$ cat src/rtl/prbs_ctrl_pkg.sv
// Shared types and timing constants for the PRBS stream run controller.
package prbs_ctrl_pkg;

  typedef enum logic [2:0] {
    ST_IDLE,
    ST_SEED,
    ST_PRIME,
    ST_SEND,
    ST_GAP,
    ST_HOLD
  } state_e;

  localparam int SEED_CYCLES  = 2;
  localparam int PRIME_CYCLES = 1;

endpackage

$ cat src/rtl/prbs_stream_ctrl_if.sv
// AXI-Stream bundle between the run controller and the transmit path.
interface prbs_stream_ctrl_if #(
  parameter int DATA_W = 512
);
  logic [DATA_W-1:0] tdata;
  logic              tvalid;
  logic              tlast;
  logic              tready;

  modport master (output tdata, output tvalid, output tlast, input tready);
  modport slave  (input tdata, input tvalid, input tlast, output tready);
endinterface

$ cat src/rtl/prbs_ctrl_counter.sv
// Loadable down-counter with zero flag; used for beat, gap and seed/prime timing.
module prbs_ctrl_counter #(
  parameter int W = 8
) (
  input  logic         clock,
  input  logic         reset,
  input  logic         load,
  input  logic [W-1:0] load_val,
  input  logic         dec,
  output logic         zero
);

  logic [W-1:0] cnt_q, cnt_d;

  always_comb begin
    cnt_d = cnt_q;
    if (load) begin
      cnt_d = load_val;
    end else if (dec && (cnt_q != '0)) begin
      cnt_d = cnt_q - W'(1);
    end
  end

  always_ff @(posedge clock) begin
    if (reset) begin
      cnt_q <= '0;
    end else begin
      cnt_q <= cnt_d;
    end
  end

  assign zero = (cnt_q == '0);

endmodule

$ cat src/rtl/prbs_stream_ctrl.sv
// Run controller: reseeds the PRBS generator and frames its output into AXI-Stream packets.
//
// state | meaning
// IDLE  | no run; generator free-running, waiting for start
// SEED  | generator held in reset for SEED_CYCLES
// PRIME | generator released; its first word appears on gen_value
// SEND  | streaming one beat per accepted cycle
// GAP   | idle cycles between packets
// HOLD  | downstream stalled; beat frozen as a truncated final beat
module prbs_stream_ctrl
  import prbs_ctrl_pkg::*;
#(
  parameter int DATA_W = 512,
  parameter int LEN_W  = 16,
  parameter int CNT_W  = 32,
  parameter int GAP_W  = 8
) (
  input  logic                  clock,
  input  logic                  reset,
  input  logic                  start,
  input  logic                  stop,
  input  logic [LEN_W-1:0]      cfg_beats,
  input  logic [CNT_W-1:0]      cfg_packets,
  input  logic [GAP_W-1:0]      cfg_gap,
  output logic                  gen_resetn,
  input  logic [DATA_W-1:0]     gen_value,
  prbs_stream_ctrl_if.master    m_axis,
  output logic                  busy,
  output logic                  done,
  output logic                  err_stall,
  output logic [CNT_W-1:0]      packets_sent
);

  state_e             state_q, state_d;
  logic [DATA_W-1:0]  tdata_q, tdata_d;
  logic               done_q, done_d;
  logic               err_stall_q, err_stall_d;
  logic [CNT_W-1:0]   pkts_q, pkts_d;
  logic               stop_pend_q, stop_pend_d;
  logic [LEN_W-1:0]   beats_cfg_q, beats_cfg_d;
  logic [CNT_W-1:0]   pkts_cfg_q, pkts_cfg_d;
  logic [GAP_W-1:0]   gap_cfg_q, gap_cfg_d;

  logic               beat_load, beat_dec, beat_zero;
  logic [LEN_W-1:0]   beat_load_val;
  logic               gap_load, gap_dec, gap_zero;
  logic [GAP_W-1:0]   gap_load_val;

  logic [CNT_W-1:0]   pkts_inc;
  logic               last_pkt;
  logic               stop_any;

  // Beat counter holds beats remaining after the one on the bus; zero marks tlast.
  assign beat_load_val = (beats_cfg_q == '0) ? '0 : beats_cfg_q - LEN_W'(1);
  assign pkts_inc      = pkts_q + CNT_W'(1);
  assign last_pkt      = (pkts_cfg_q != '0) && (pkts_inc == pkts_cfg_q);
  assign stop_any      = stop_pend_q | stop;

  prbs_ctrl_counter #(.W(LEN_W)) u_beat_cnt (
    .clock    (clock),
    .reset    (reset),
    .load     (beat_load),
    .load_val (beat_load_val),
    .dec      (beat_dec),
    .zero     (beat_zero)
  );

  prbs_ctrl_counter #(.W(GAP_W)) u_gap_cnt (
    .clock    (clock),
    .reset    (reset),
    .load     (gap_load),
    .load_val (gap_load_val),
    .dec      (gap_dec),
    .zero     (gap_zero)
  );

  always_comb begin
    state_d      = state_q;
    tdata_d      = tdata_q;
    done_d       = 1'b0;
    err_stall_d  = err_stall_q;
    pkts_d       = pkts_q;
    stop_pend_d  = stop_pend_q | (stop & (state_q != ST_IDLE));
    beats_cfg_d  = beats_cfg_q;
    pkts_cfg_d   = pkts_cfg_q;
    gap_cfg_d    = gap_cfg_q;
    beat_load    = 1'b0;
    beat_dec     = 1'b0;
    gap_load     = 1'b0;
    gap_dec      = 1'b0;
    gap_load_val = '0;

    case (state_q)
      ST_IDLE: begin
        if (start) begin
          state_d      = ST_SEED;
          beats_cfg_d  = cfg_beats;
          pkts_cfg_d   = cfg_packets;
          gap_cfg_d    = cfg_gap;
          pkts_d       = '0;
          err_stall_d  = 1'b0;
          stop_pend_d  = 1'b0;
          gap_load     = 1'b1;
          gap_load_val = GAP_W'(SEED_CYCLES - 1);
        end
      end
      ST_SEED: begin
        if (gap_zero) begin
          state_d      = ST_PRIME;
          gap_load     = 1'b1;
          gap_load_val = GAP_W'(PRIME_CYCLES - 1);
        end else begin
          gap_dec = 1'b1;
        end
      end
      ST_PRIME: begin
        if (gap_zero) begin
          state_d   = ST_SEND;
          tdata_d   = gen_value;
          beat_load = 1'b1;
        end else begin
          gap_dec = 1'b1;
        end
      end
      ST_SEND: begin
        if (!m_axis.tready) begin
          state_d = ST_HOLD;
        end else if (!beat_zero) begin
          tdata_d  = gen_value;
          beat_dec = 1'b1;
        end else begin
          pkts_d = pkts_inc;
          if (last_pkt || stop_any) begin
            state_d = ST_IDLE;
            done_d  = 1'b1;
          end else if (gap_cfg_q != '0) begin
            state_d      = ST_GAP;
            gap_load     = 1'b1;
            gap_load_val = gap_cfg_q - GAP_W'(1);
          end else begin
            tdata_d   = gen_value;
            beat_load = 1'b1;
          end
        end
      end
      ST_GAP: begin
        if (stop_any) begin
          state_d = ST_IDLE;
          done_d  = 1'b1;
        end else if (gap_zero) begin
          state_d   = ST_SEND;
          tdata_d   = gen_value;
          beat_load = 1'b1;
        end else begin
          gap_dec = 1'b1;
        end
      end
      ST_HOLD: begin
        // The stalled beat goes out as a truncated packet, then the run aborts.
        if (m_axis.tready) begin
          state_d     = ST_IDLE;
          err_stall_d = 1'b1;
          pkts_d      = pkts_inc;
          done_d      = 1'b1;
        end
      end
      default: state_d = ST_IDLE;
    endcase
  end

  always_ff @(posedge clock) begin
    if (reset) begin
      state_q     <= ST_IDLE;
      tdata_q     <= '0;
      done_q      <= 1'b0;
      err_stall_q <= 1'b0;
      pkts_q      <= '0;
      stop_pend_q <= 1'b0;
      beats_cfg_q <= '0;
      pkts_cfg_q  <= '0;
      gap_cfg_q   <= '0;
    end else begin
      state_q     <= state_d;
      tdata_q     <= tdata_d;
      done_q      <= done_d;
      err_stall_q <= err_stall_d;
      pkts_q      <= pkts_d;
      stop_pend_q <= stop_pend_d;
      beats_cfg_q <= beats_cfg_d;
      pkts_cfg_q  <= pkts_cfg_d;
      gap_cfg_q   <= gap_cfg_d;
    end
  end

  assign m_axis.tdata  = tdata_q;
  assign m_axis.tvalid = (state_q == ST_SEND) || (state_q == ST_HOLD);
  assign m_axis.tlast  = (state_q == ST_HOLD) || ((state_q == ST_SEND) && beat_zero);
  assign gen_resetn    = !reset && (state_q != ST_SEED);
  assign busy          = (state_q != ST_IDLE);
  assign done          = done_q;
  assign err_stall     = err_stall_q;
  assign packets_sent  = pkts_q;

endmodule
$ cat src/flat_wrapper.sv
// flat-port wrapper written by rule: the top's interface ports become plain ports
module prbs_stream_ctrl_flat import prbs_ctrl_pkg::*;
#(
  parameter int DATA_W = 512,
  parameter int LEN_W  = 16,
  parameter int CNT_W  = 32,
  parameter int GAP_W  = 8
)
  (clock, reset, start, stop, cfg_beats, cfg_packets, cfg_gap, gen_resetn, gen_value, busy, done, err_stall, packets_sent, m_axis_tdata, m_axis_tvalid, m_axis_tlast, m_axis_tready);
  prbs_stream_ctrl_if #(.DATA_W(DATA_W)) m_axis_i ();
  input  logic clock;
  input  logic reset;
  input  logic start;
  input  logic stop;
  input  logic [LEN_W-1:0] cfg_beats;
  input  logic [CNT_W-1:0] cfg_packets;
  input  logic [GAP_W-1:0] cfg_gap;
  output logic gen_resetn;
  input  logic [DATA_W-1:0] gen_value;
  output logic busy;
  output logic done;
  output logic err_stall;
  output logic [CNT_W-1:0] packets_sent;
  output wire logic [$bits(m_axis_i.tdata)-1:0] m_axis_tdata;
  output wire logic [$bits(m_axis_i.tvalid)-1:0] m_axis_tvalid;
  output wire logic [$bits(m_axis_i.tlast)-1:0] m_axis_tlast;
  input wire logic [$bits(m_axis_i.tready)-1:0] m_axis_tready;
  assign m_axis_tdata = m_axis_i.tdata;
  assign m_axis_tvalid = m_axis_i.tvalid;
  assign m_axis_tlast = m_axis_i.tlast;
  assign m_axis_i.tready = m_axis_tready;
  prbs_stream_ctrl #(.DATA_W(DATA_W), .LEN_W(LEN_W), .CNT_W(CNT_W), .GAP_W(GAP_W)) u_core (.clock(clock), .reset(reset), .start(start), .stop(stop), .cfg_beats(cfg_beats), .cfg_packets(cfg_packets), .cfg_gap(cfg_gap), .gen_resetn(gen_resetn), .gen_value(gen_value), .m_axis(m_axis_i), .busy(busy), .done(done), .err_stall(err_stall), .packets_sent(packets_sent));
endmodule
$ cat config.mk
export PLATFORM = sky130hd
export DESIGN_NAME = prbs_stream_ctrl_flat
export DESIGN_NICKNAME = d
export VERILOG_FILES = /design/src/rtl/prbs_ctrl_pkg.sv /design/src/rtl/prbs_stream_ctrl_if.sv /design/src/rtl/prbs_ctrl_counter.sv /design/src/rtl/prbs_stream_ctrl.sv /design/src/flat_wrapper.sv
export SDC_FILE = /design/constraint.sdc
export NUM_CORES = 1
export LEC_CHECK = 0
export BUFFER_PORTS_ARGS = -buffer_cell sky130_fd_sc_hd__clkbuf_2
export CAP_MARGIN = 0
export CORE_AREA = 5 5 431 433
export DETAILED_ROUTE_END_ITERATION = 16
export DIE_AREA = 0 0 436 438
export GPL_TIMING_DRIVEN = 0
export PLACE_DENSITY = 0.44
export SLEW_MARGIN = 5
export SYNTH_ARGS = -nofsm -noshare
export SYNTH_HDL_FRONTEND = slang
export SYNTH_SLANG_ARGS = --single-unit
$ cat constraint.sdc
create_clock -name clock -period 3.8 [get_ports clock]
set_input_delay 0.38 -clock clock [delete_from_list [all_inputs] [get_ports clock]]
set_output_delay 0.38 -clock clock [all_outputs]
set_load 0.01 [all_outputs]
==> impl_metrics.yaml, run 1 <==
status:
  status: "finished, final reports clean"
setup_path:
  cp-start-kind: "flip-flop"
  end_kind: "flip-flop"
  crit_required_ns: 4.41
  rr_worst_depth: 15
  cp_common_cell: "buf_12"
  crit_type: "reg2reg"
  critPathSlowestCell: "dfxtp_1"
  worstPathArrival_ns: 4.28
  cp_max_fo: 10
  path_cells: "buf_6 -> nand4_4 -> nor3_2 -> nand4_1 -> xnor2_1 -> nand4_1 -> nor4b_4 -> buf_4 -> a21oi_4 -> nor3_4 -> buf_12 -> buf_12 -> clkbuf_16 -> buf_12 -> mux2i_1"
  cpPeakStageDelay_ns: 0.40
clock_tree:
  cts_buffer_depth: 3
  root_buffer: "clkbuf_16"
  cts_sinks: 630
  clk_latency_ns: 0.71
  cts.clk_slew.worst_paths_ns: 0.06
  cts_made_buffers: 84
  cts_tree: "built"
  htreeDepth: 3
floorplanning:
  ios: 1123
  start_util_pct: 15.4
  die_w_um: 436
  fp.dieH_um: 438
  core-area_mm2: 0.182
  dieArea_mm2: 0.191
  rows: 157
sta:
  fin_crit_ns: 3.66
  timing.hold.ws_ns: 0.140
  maxSlewHeadroom_pct: 21.1
  period_share_pct: 96.4
  worstMarginPinSlew_ns: 1.18
  report.final.slew_viol_count: 0
  rsz0062_at_grt: "false"
  clock_skew_ns: 0.0340
  setup_viol: 0
  hold_viol: 0
  timing.setup.tns_ns: 0
  max_freq_ghz: 0.273
synthesis:
  synth_edf_count: 0
  yosysWarnings: 0
  synth_ff_type: "dfxtp_1"
  syn_area_per_cell_um2: 8.76
  netlist_area_mm2: 0.0280
  syn_inst: 3195
  syn_nets: 3774
  ys_seq_area_share_pct: 45.1
  synth-seq-cells: 630
  async_reset_ff_share_pct: 0
  synth.distinct_cells: 75
global_route:
  antenna_found_initial: 33
  grt.total_usage_pct: 16.9
  grt_pass1_vias: 30498
  grt_max_degree: 14
  grt_pass1_wl_mm: 233
  grt_overflow_total: 0
finish:
  drive_above_1_share_pct: 28.3
  syn_to_final_growth_pct: 64.2
  stdcell_count: 7463
  n_fill_cell: 19844
  finalNetCount: 5579
place:
  placed_cells: 6702
  place_congestion: 0.966
  numPortBuffers: 1122
  place_hpwl_mm: 138
route:
  dr.pass1.iters: 5
  drt_iter0_drc: 1697
  route.detailed.drc: 0
  wire_per_inst_um: 22.8
  vias: 29962
  vias_per_cell: 4.01
  ant_nets: 0
  drt_wl_total_mm: 170
power_and_ir_drop:
  power_density_mw_per_mm2: 531
  cellLeakagePower_nw: 22.9
  vdd_ir_drop_max_uv: 295
run:
  maxCapViolCount: 0
hold_path:
  hold_class: "in2reg"
  worstHoldPathCells: 3
-- state kept, by name (all words and copies together) (netlist names), 3 cells and up --
signal and cells:
u_core.beats_cfg_q 16, u_core.gap_cfg_q 8, u_core.m_axis.tdata 512, u_core.packets_sent 32, u_core.pkts_cfg_q 32, u_core.state_q 3, u_core.u_beat_cnt.cnt_q 16, u_core.u_gap_cnt.cnt_q 8
-- where the power goes --
group | internal, mW | total [mW] | switching, mW | leakage, nW
logic | 3.16 | 7.38 | 4.22 | 16.4
clock network | 5.07 | 8.58 | 3.51 | 1.46
registers | 7.66 | 8.44 | 0.781 | 5.10
total | 15.9 | 24.4 | 8.51 | 22.9
-- final timing paths --
| kind | startpoint | end | slack, ns |
|---|---|---|---|
| worst min-delay path | m_axis_tready | u_core.err_stall | 0.14 |
| worst max register to register | u_core.packets_sent[6] | u_core.m_axis.tdata[336] | 0.14 |
| worst min register to register | u_core.m_axis.tdata[504] | u_core.m_axis.tdata[504] | 0.46 |
| worst max-delay path | u_core.packets_sent[6] | u_core.m_axis.tdata[336] | 0.14 |
-- critical path: cells and delay by family, from the launching register on --
family	cells	cell delay (ns)
mux	1	0.22
simple gates	6	1.49
buf+inv	6	1.02
flops	1	0.40
xor+xnor	1	0.32
compound gates	1	0.07
-- layout make-up --
type                    instances  area [um2]  area share [%]
multi-input cells            2316       13700            29.8
well taps                    2385        2980            6.49
repair buffers               1724       11700            25.5
diodes                          9        22.5          0.0490
plain buffers                 223        1850            4.03
flip-flops and latches        630       12600            27.5
clock inverters                37         544            1.18
clock buffers                 118        2430            5.29
inverters                      21        78.8           0.172
-- synthesized netlist by cell type, drive strengths merged, types with 4 or more instances --
cell         count  area (um2)
a211oi           6        45.0
a21o             5        37.5
a21oi          126         642
a31oi           10        62.6
and2             8        50.1
and3             7        45.1
and4             6        52.6
buf             70        1150
clkbuf         154         582
dfxtp          630       12600
dlygate4sd1      4        35.0
ha               6        75.1
inv             21        78.8
mux2            10         113
mux2i          518        5180
nand2         1174        4410
nand2b           7        43.8
nand3           31         160
nand3b          11        82.6
nand4           26         178
nand4b           6        52.6
nor2            84         315
nor2b            8        50.1
nor3            36         196
nor3b            4        30.0
nor4            31         221
nor4b            4        50.1
o21ai           49         245
o311a            4        40.0
or3             19         119
or4              9        71.3
xnor2           49         429
xor2            22         193
-- cells by family after synthesis --
logic type | Yosys count | synth area share (%)
compound gates | 234 | 4.86
xor+xnor | 71 | 2.22
fa+ha+maj | 6 | 0.268
buf+inv | 249 | 6.61
flops | 630 | 45.1
mux | 528 | 18.9
simple gates | 1477 | 22.1
-- per-stage QoR --
| stage | instance area [um2] | setup WS, ns | utilization [%] | total power [mW] |
|---|---|---|---|---|
| after floorplan | 28000 | 0.395 | - | 12.2 |
| after global placement | 36600 | -0.782 | 20.1 | 15.2 |
| after detailed placement | 36600 | -0.784 | 20.1 | 15.3 |
| after CTS | 45600 | 0.00675 | 25.1 | 24.7 |
| after global routing | 45900 | 0.00271 | 25.3 | 25.6 |
| final | 46000 | 0.136 | 25.3 | 24.4 |
-- what timing repair did --
item	in CTS	in global routing
gates cloned	1	5
buffers inserted	19	8
hold endpoints to repair	569	0
resized for setup	37	52
pin swaps	11	5
endpoints found under the setup margin	548	525
hold buffers	569	0
-- routing by layer --
metal	part of all wire, %	track usage, %	vias to the layer above
li1	-	-	14303
met1	38	18.9	14316
met2	50	30.0	1068
met3	7.4	4.97	271
met4	4.4	6.88	4
met5	0.012	0	-
-- placed cells by master, fill, tap and decap left out, types with 48 or more instances in the layout --
cell           instances
nand2_1             1172
clkbuf_2            1131
dfxtp_1              617
dlygate4sd3_1        569
mux2i_1              515
clkbuf_1             152
a21oi_1              124
clkbuf_16             89
nor2_1                83
buf_12                49
o21ai_0               48
xnor2_1               48
(Power assumes the default switching activity.)
==> inputs of run 2 (changes only) <==
==> constraint.sdc (replaced) <==
create_clock -name clock -period 4.2 [get_ports clock]
set_input_delay 0.42 -clock clock [delete_from_list [all_inputs] [get_ports clock]]
set_output_delay 0.42 -clock clock [all_outputs]
set_load 0.01 [all_outputs]
==> run 2 against run 1 <==
- non-clock buffer count decreased by 22
- clock-buffer cell count unchanged
- register-to-register slack hardly changed
- maximum frequency decreased by 9.6%
- clock power is 9.6% lower
- global-route usage about the same
- sequential share of layout area grew 0.27 points
- sequential power fell by 9.5%
- highest routed layer unchanged
- critical endpoint is now u_core.u_beat_cnt.cnt_q[1]
- worst hold slack worse by 0.067 ns
- die area is the same
- largest power group unchanged
- sequential cell count stayed put
- core utilization shrank 0.28 points
==> impl_metrics.yaml, run 2 (synthesized netlist as in run 1, its figures left out) <==
setup_path:
  cp-endpoint: "u_core.u_beat_cnt.cnt_q[1]"
  cp-start-kind: "flip-flop"
  crit_type: "reg2reg"
  rr_worst_depth: 13
  end_kind: "flip-flop"
  r2r-end: "u_core.u_beat_cnt.cnt_q[1]"
  r2r-start: "u_core.packets_sent[4]"
  crit_required_ns: 4.78
  ff2ff_setup_slack_ns: 0.15
  cp-startpoint: "u_core.packets_sent[4]"
  worstPathArrival_ns: 4.64
  cp_max_fo: 10
route:
  drt_iter0_drc: 1897
  dr.pass1.iters: 6
  route.detailed.drc: 0
  drt_wl_total_mm: 168
  ant_nets: 0
  vias_per_cell: 4.02
  wire_per_inst_um: 22.6
  vias: 29886
clock_tree:
  root_buffer: "clkbuf_16"
  cts_tree: "built"
  clk_latency_ns: 0.71
  cts_buffer_depth: 3
  cts.clk_slew.worst_paths_ns: 0.06
  htreeDepth: 3
  cts_sinks: 630
  cts_made_buffers: 84
status:
  status: "finished, final reports clean"
hold_path:
  hold_class: "in2reg"
floorplanning:
  fp.dieH_um: 438
  dieArea_mm2: 0.191
  ios: 1123
  start_util_pct: 15.4
  die_w_um: 436
  core-area_mm2: 0.182
  rows: 157
power_and_ir_drop:
  p_sw_share_pct: 34.9
  cellLeakagePower_nw: 22.7
  vdd_ir_drop_max_uv: 268
  intPower_mw: 14.3
  p_total_mw: 21.9
  clockPowerShare_pct: 35.4
  seq_power_share_pct: 34.9
  power_density_mw_per_mm2: 482
  comb_power_share_pct: 29.7
  power_switching_mw: 7.64
sta:
  maxSlewHeadroom_pct: 24.0
  report.final.slew_viol_count: 0
  worstMarginPinSlew_ns: 1.13
  period_share_pct: 96.5
  hold_viol: 0
  clock_skew_ns: 0.0376
  setup_viol: 0
  timing.hold.ws_ns: 0.0734
  timing.setup.tns_ns: 0
  fin_ws_ns: 0.145
  fin_crit_ns: 4.05
  max_freq_ghz: 0.247
  rsz0062_at_grt: "false"
finish:
  drive_above_1_share_pct: 27.5
  final_cell_area_mm2: 0.0454
  largest_reg_flops: 512
  finalNetCount: 5557
  final_util_pct: 25.0
  syn_to_final_growth_pct: 62.4
  layout_commonest_cell: "nand2_1"
  layout_common_cells: "nand2_1 (1174), clkbuf_2 (1131), dfxtp_1 (628)"
  stdcell_count: 7442
global_route:
  antenna_found_initial: 33
  grt_pass1_wl_mm: 233
  grt_overflow_total: 0
  grt.total_usage_pct: 16.9
  grt_pass1_vias: 30412
  grt_max_degree: 14
place:
  post-place-ws_ns: -0.384
  place_congestion: 0.966
  dpl_cell_area_mm2: 0.0366
  placed_cells: 6702
  place_hpwl_mm: 138
  numPortBuffers: 1122
run:
  maxCapViolCount: 0
==> run 2: cell types whose count changed in the layout (fill, tap and decap cells not counted), sizes merged <==
cell and delta:
diode +1, bufbuf -1, dlygate4sd3 -4, clkbuf -2, buf -15
==> run 2: final cells by class <==
cell class	instances	area, um2
antenna	10	25.0
buffer	225	1780
clock buffer	118	2430
clock inverter	37	544
fill	19878	136000
inverter	21	78.8
multi-input combinational	2316	13600
sequential	630	12600
tap	2385	2980
timing repair buffer	1700	11400
==> run 2: worst min-delay path by stage <==
stage | slack (ns) | endpoint | from | cells after the start
floorplan | 0.45 | u_core.beats_cfg_q[12] | u_core.beats_cfg_q[12] | 2
global placement | 0.44 | u_core.m_axis.tdata[276] | u_core.m_axis.tdata[276] | 2
detailed placement | 0.45 | u_core.m_axis.tdata[55] | u_core.m_axis.tdata[55] | 2
CTS | 0.03 | u_core.m_axis.tdata[94] | gen_value[94] | 3
global route | 0.06 | u_core.m_axis.tdata[94] | gen_value[94] | 3
finish | 0.07 | u_core.m_axis.tdata[94] | gen_value[94] | 3
==> run 2: timing repair <==
| item | 4_1_cts | 5_1_grt |
|---|---|---|
| buffers inserted | 6 | 7 |
| pin swaps | 3 | 5 |
| cloned | 0 | 0 |
| hold buffers | 565 | 0 |
| hold endpoints to repair | 565 | 0 |
| endpoints found under the setup margin | 532 | 529 |
| gates resized for setup | 10 | 17 |
==> run 2: power groups by stage <==
| stage | sequential [mW] | combinational, mW | clock (mW) |
|---|---|---|---|
| after floorplan | 7.93 | 3.08 | 0 |
| after global placement | 7.71 | 6.08 | 0 |
| after detailed placement | 7.75 | 6.07 | 0 |
| after CTS | 7.62 | 6.60 | 8.04 |
| after global routing | 7.74 | 7.01 | 8.23 |
| final | 7.64 | 6.51 | 7.76 |
==> run 2: metal layers <==
layer,share of wire (%),global-route usage [%]
met5,0.012,0
met4,4.5,6.85
met3,7.5,4.97
met2,50,29.9
met1,38,18.9
==> run 2: worst max-delay path, cell delays in order (launching register included) <==
cell	delay [ns]
dfxtp_1	0.47
clkbuf_4	0.26
and4_2	0.30
nand3_1	0.14
clkbuf_2	0.23
nor4_1	0.66
o2bb2ai_1	0.23
nor4b_4	0.17
buf_4	0.17
a21oi_4	0.34
or2_0	0.15
clkbuf_1	0.29
buf_6	0.21
mux2_1	0.33
